`src/rtl/apb_reg_slave.sv`:
```
// apb_reg_slave: APB completer with a 32-bit register bank, programmable wait states and error flagging.
// Define APB_SLV_XFER_CNT_EN to turn register 1 into a read-only count of completed transfers.
module apb_reg_slave #(
    parameter logic [31:0] BASE_ADDR   = 32'hDEAD_CAE0,
    parameter int          NUM_REGS    = 8,
    parameter int          WAIT_CYCLES = 2,
    parameter logic [31:0] ID_VALUE    = 32'hA9B0_0016
) (
    input  logic        clk,
    input  logic        reset,
    input  logic        psel_i,
    input  logic        penable_i,
    input  logic [31:0] paddr_i,
    input  logic        pwrite_i,
    input  logic [31:0] pwdata_i,
    output logic        pready_o,
    output logic [31:0] prdata_o,
    output logic        pslverr_o,
    output logic        wr_pulse_o
);
    localparam int IW = $clog2(NUM_REGS);
    localparam logic [31:0] MASK = ~(32'(4 * NUM_REGS) - 32'd1);

    typedef enum logic {ST_IDLE, ST_ACCESS} state_t;

    state_t      state;
    logic [3:0]  cnt;
    logic [31:0] regs [NUM_REGS];
    logic        hit, ro, wr_ok;
    logic [IW-1:0] idx;

    assign hit = (paddr_i & MASK) == BASE_ADDR;
    assign idx = paddr_i[IW+1:2];
`ifdef APB_SLV_XFER_CNT_EN
    assign ro = idx == IW'(0) || idx == IW'(1);
`else
    assign ro = idx == IW'(0);
`endif
    assign pready_o  = state == ST_ACCESS && psel_i && penable_i && cnt == 4'd0;
    assign pslverr_o = pready_o && (!hit || (pwrite_i && ro));
    assign prdata_o  = (pready_o && !pwrite_i && !pslverr_o) ? regs[idx] : 32'd0;
    assign wr_ok     = pready_o && pwrite_i && !pslverr_o;

    always_ff @(posedge clk or negedge reset) begin
        if (!reset) begin
            state      <= ST_IDLE;
            cnt        <= 4'd0;
            wr_pulse_o <= 1'b0;
            for (int i = 0; i < NUM_REGS; i++) regs[i] <= (i == 0) ? ID_VALUE : 32'd0;
        end else begin
            wr_pulse_o <= wr_ok;
            if (wr_ok) regs[idx] <= pwdata_i;
`ifdef APB_SLV_XFER_CNT_EN
            if (pready_o && !pslverr_o) regs[1] <= regs[1] + 32'd1;
`endif
            // wait counter holds at zero; completion only happens from zero
            case (state)
                ST_IDLE: if (psel_i && !penable_i) begin
                    state <= ST_ACCESS;
                    cnt   <= 4'(WAIT_CYCLES);
                end
                ST_ACCESS: if (!psel_i) state <= ST_IDLE;
                    else if (penable_i) begin
                        if (cnt != 4'd0) cnt <= cnt - 4'd1;
                        else state <= ST_IDLE;
                    end
            endcase
        end
    end
endmodule

```
`config.mk`:
```
export PLATFORM = sky130hd
export DESIGN_NAME = apb_reg_slave
export DESIGN_NICKNAME = d
export VERILOG_FILES = /design/src/rtl/apb_reg_slave.sv
export SDC_FILE = /design/constraint.sdc
export NUM_CORES = 1
export LEC_CHECK = 0
export BUFFER_PORTS_ARGS = -buffer_cell sky130_fd_sc_hd__buf_2
export CORE_MARGIN = 5
export CORE_UTILIZATION = 45
export DETAILED_ROUTE_END_ITERATION = 8
export GPL_ROUTABILITY_DRIVEN = 0
export PLACE_DENSITY = 0.71
export RECOVER_POWER = 100
export SLEW_MARGIN = 40
export SYNTH_ARGS = -nofsm -noshare
export SYNTH_HDL_FRONTEND = slang
export SYNTH_SLANG_ARGS = --single-unit
```
`constraint.sdc`:
```
create_clock -name clk -period 5.7 [get_ports clk]
set_clock_uncertainty 0.1 [all_clocks]
set_input_delay 0.855 -clock clk [delete_from_list [all_inputs] [get_ports clk]]
set_output_delay 0.855 -clock clk [all_outputs]
set_load 0.05 [all_outputs]
```
==> impl_metrics.csv <==
group,metric,value,unit
run_status,outcome,"complete, but fails checks",
run_status,violations,"capacitance limit, slew limit",
floorplanning,floorplan.die.width,174,µm
finish,area.sequential,6570,µm²
sta,finalSetupViolCount,0,
sta,finalMaxSlewViolations,142,
setup_path,path_common_cell,"sky130_fd_sc_hd__clkbuf_2",
global_route,grt_first_pass_wirelength,45.1,mm
route,drtAntennaViolNets,0,
pwr,power_density,299,nW/µm²
setup_path,endpoint_kind,"flop",
pwr,vdd_ir_drop_max,204,µV
logic_synthesis,ys.flop_type,"sky130_fd_sc_hd__dfrtp_1",
logic_synthesis,postSynthCellCount,865,
clock_network,clk-insertion-delay-late,0.52,ns
global_route,grt_start_max_net_pins,143,
placement,place_hpwl,16.7,mm
setup_path,max_stage_delay,1.78,ns
logic_synthesis,postSynthRegisterBits,262,
finish,share_of_layout_cells_above_drive_strength_1,43.4,%
global_route,groute.layer.met2.usage,30.9,%
setup_path,path_cells,"clkbuf_1 > clkbuf_2 > nand2b_1 > or3b_2 > nor4_1 > clkbuf_2 > mux2_2",
logic_synthesis,synth_seq_area_share,54.1,%
placement,port_buffers,101,
setup_path,crit_slowest_cell,"sky130_fd_sc_hd__nor4_1",
setup_path,timing.critical_path.arrival,5.47,ns
sta,fmax,194,MHz
setup_path,cp-endpoint,"regs[121]",
finish,final.fill_count,2315,
setup_path,worstSetupStartpoint,"paddr_i[2]",
logic_synthesis,yosys-top-cells-count,"252 x sky130_fd_sc_hd__dfrtp_1, 238 x sky130_fd_sc_hd__mux2_2, 49 x sky130_fd_sc_hd__clkbuf_1",
logic_synthesis,post_synth_main_area_contributors,"sky130_fd_sc_hd__dfrtp_1 52%, sky130_fd_sc_hd__mux2_2 22%, sky130_fd_sc_hd__mux4_2 4.1%",
global_route,globalRoute.totalOverflow,0,
global_route,gr-max-usage-layer,"met2",
floorplanning,die_h,174,µm
setup_path,setup.worst_path.start_class,"input pin",
min_path,timing.hold.worst.class,"reg -> reg",
sta,layout_worst_path_cycle_share,90.7,%
setup_path,worst_ep_required_time,6.01,ns
floorplanning,design.core.area,26700,µm²
sta,rsz0062_at_grt,"false",
route,wire_length_per_cell,21.7,µm
route,routed_via_density,5.72,
global_route,grt_use_met3,2.87,%
clock_network,cts_hold_buffers,0,
setup_path,r2r_cells,7,
sta,final.min_clock_period,5.17,ns
route,remaining_drc_errors,0,
clock_network,tritoncts.num_buffers,28,
sta,tightest_slew,3.40,ns
floorplanning,floorplan.initialDensity,45.4,%
clock_network,post_cts_resized,0,
logic_synthesis,synth_area_per_cell,14.0,µm²
finish,utilization,51.3,%
global_route,globalRouteMet1Util,25.9,%
route,route.vias.total,7399,
route,detail_route.wirelength,28.1,mm
logic_synthesis,synthDominantCellAreaShare,51.9,%
logic_synthesis,synth_most_common_cell,"sky130_fd_sc_hd__dfrtp_1",
finish,layout-area-overhead-vs-synth,12.9,%
logic_synthesis,yosysWarningCount,0,
flow_run,drv.max_cap_violation_count,7,
finish,multi_input_area,5020,µm²
clock_network,cts.sink_count,262,
global_route,groute.usage.overall,18.5,%
clock_network,tritoncts,"built",
finish,stdcell_area,13700,µm²
route,drt_pre_antenna_iters,4,
pwr,total_power,4.10,mW
floorplanning,boundaryPins,104,
global_route,grt_antenna_before_repair,2,
setup_path,critical_path.reg2reg.endpoint,"regs[157]",
global_route,first_global_vias,7914,
clock_network,ctsHtreeMaxLevel,1,
setup_path,cp_num_cells,7,
pwr,total_leakage_power,6.56,nW
sta,final_hold_viol_count,0,
logic_synthesis,synth.net_count,935,
sta,max_slew_margin,-127,%
route,detailedRoute.firstIterationViolations,424,
finish,n_antenna_cell,0,
setup_path,timing.reg2reg.setup_slack,0.81,ns
placement,total_cell_area_at_the_placement_stage,12900,µm²
logic_synthesis,post-synth-top-area-cell,"sky130_fd_sc_hd__dfrtp_1",
setup_path,worstSetupPathType,"in -> reg",
setup_path,cp.buffers_inverters,3,
floorplanning,row_count,60,
sta,tns,0,ns
setup_path,rr_startpoint,"cnt[0]",
setup_path,worstPathMaxFanout,33,
logic_synthesis,syn_area,12100,µm²
logic_synthesis,synth_enable_flop_cells,0,
sta,hold-worst-slack,0.266,ns
clock_network,post-cts-setup-buffer-count,0,
logic_synthesis,synthArstFlopShare,100,%
clock_network,cts-root-buf,"sky130_fd_sc_hd__clkbuf_16",
clock_network,clkSlewWorstSetupHoldPaths,0.06,ns
setup_path,path_delay_family,"simple AND/OR/NAND/NOR gates",
floorplanning,die-area,30400,µm²
logic_synthesis,yosysUniqueCellTypes,52,
clock_network,max-clock-path-buffers,3,
finish,nNetsFinal,1001,
-- through the flow --
stage | setup WS (ns) | instances
finish | 0.533 | 1294
CTS | 0.676 | 1292
global placement | 0.996 | 1240
global route | 0.364 | 1294
floorplan | 0.937 | 865
detailed placement | 0.983 | 1240
-- registers in the layout, indices dropped and copies added (netlist names) --
name	count
wr_pulse_o	1
state	1
cnt	4
regs	256
-- layout by cell type (no fill, tap or decap), types with 16 or more instances in the layout --
cell	Yosys	layout
sky130_fd_sc_hd__mux2i_1	29	29
sky130_fd_sc_hd__o22ai_1	22	22
sky130_fd_sc_hd__clkbuf_1	49	54
sky130_fd_sc_hd__a21oi_1	16	16
sky130_fd_sc_hd__nor2_1	19	19
sky130_fd_sc_hd__nand2_1	28	28
sky130_fd_sc_hd__clkbuf_16	0	29
sky130_fd_sc_hd__mux4_2	22	22
sky130_fd_sc_hd__buf_2	23	65
sky130_fd_sc_hd__dfrtp_1	252	252
sky130_fd_sc_hd__mux2_2	238	237
-- cell type report --
class	instances	area share (%)
clock buffers	44	6.22
clock inverters	8	1.20
inverters	9	0.246
well taps	341	3.11
flip-flops and latches	262	47.9
repair buffers	128	4.67
multi-input cells	502	36.6
-- worst min-delay path by stage --
stage               startpoint        end  slack [ns]  depth (start not counted)
floorplan            regs[236]  regs[236]        0.32                          1
global placement     regs[253]  regs[253]        0.26                          0
detailed placement   regs[247]  regs[247]        0.26                          0
CTS                      reset  regs[136]        0.16                          1
global route         regs[225]  regs[225]        0.27                          0
finish               regs[226]  regs[226]        0.27                          0
-- kinds of logic (layout without fill, tap and decap cells) --
group | after synthesis | after routing | synth area share [%]
mux | 299 | 299 | 29.5
fa+ha+maj | 1 | 1 | 0.103
buf+inv | 101 | 189 | 3.74
compound gates | 99 | 99 | 6.90
simple gates | 103 | 103 | 5.70
flops | 262 | 262 | 54.1
-- report_power, final --
group,internal (mW),switching (mW)
Combinational,0.0817,0.162
Sequential,1.87,0.0129
Clock,1.25,0.727
-- per-layer routing --
metal  up-vias  share of wire [%]
li1       3313                  -
met1      3896                 46
met2       153                 49
met3        33                3.8
met4         4                1.4
met5         -              0.089
Note: power is estimated with default switching activity, not from simulation.
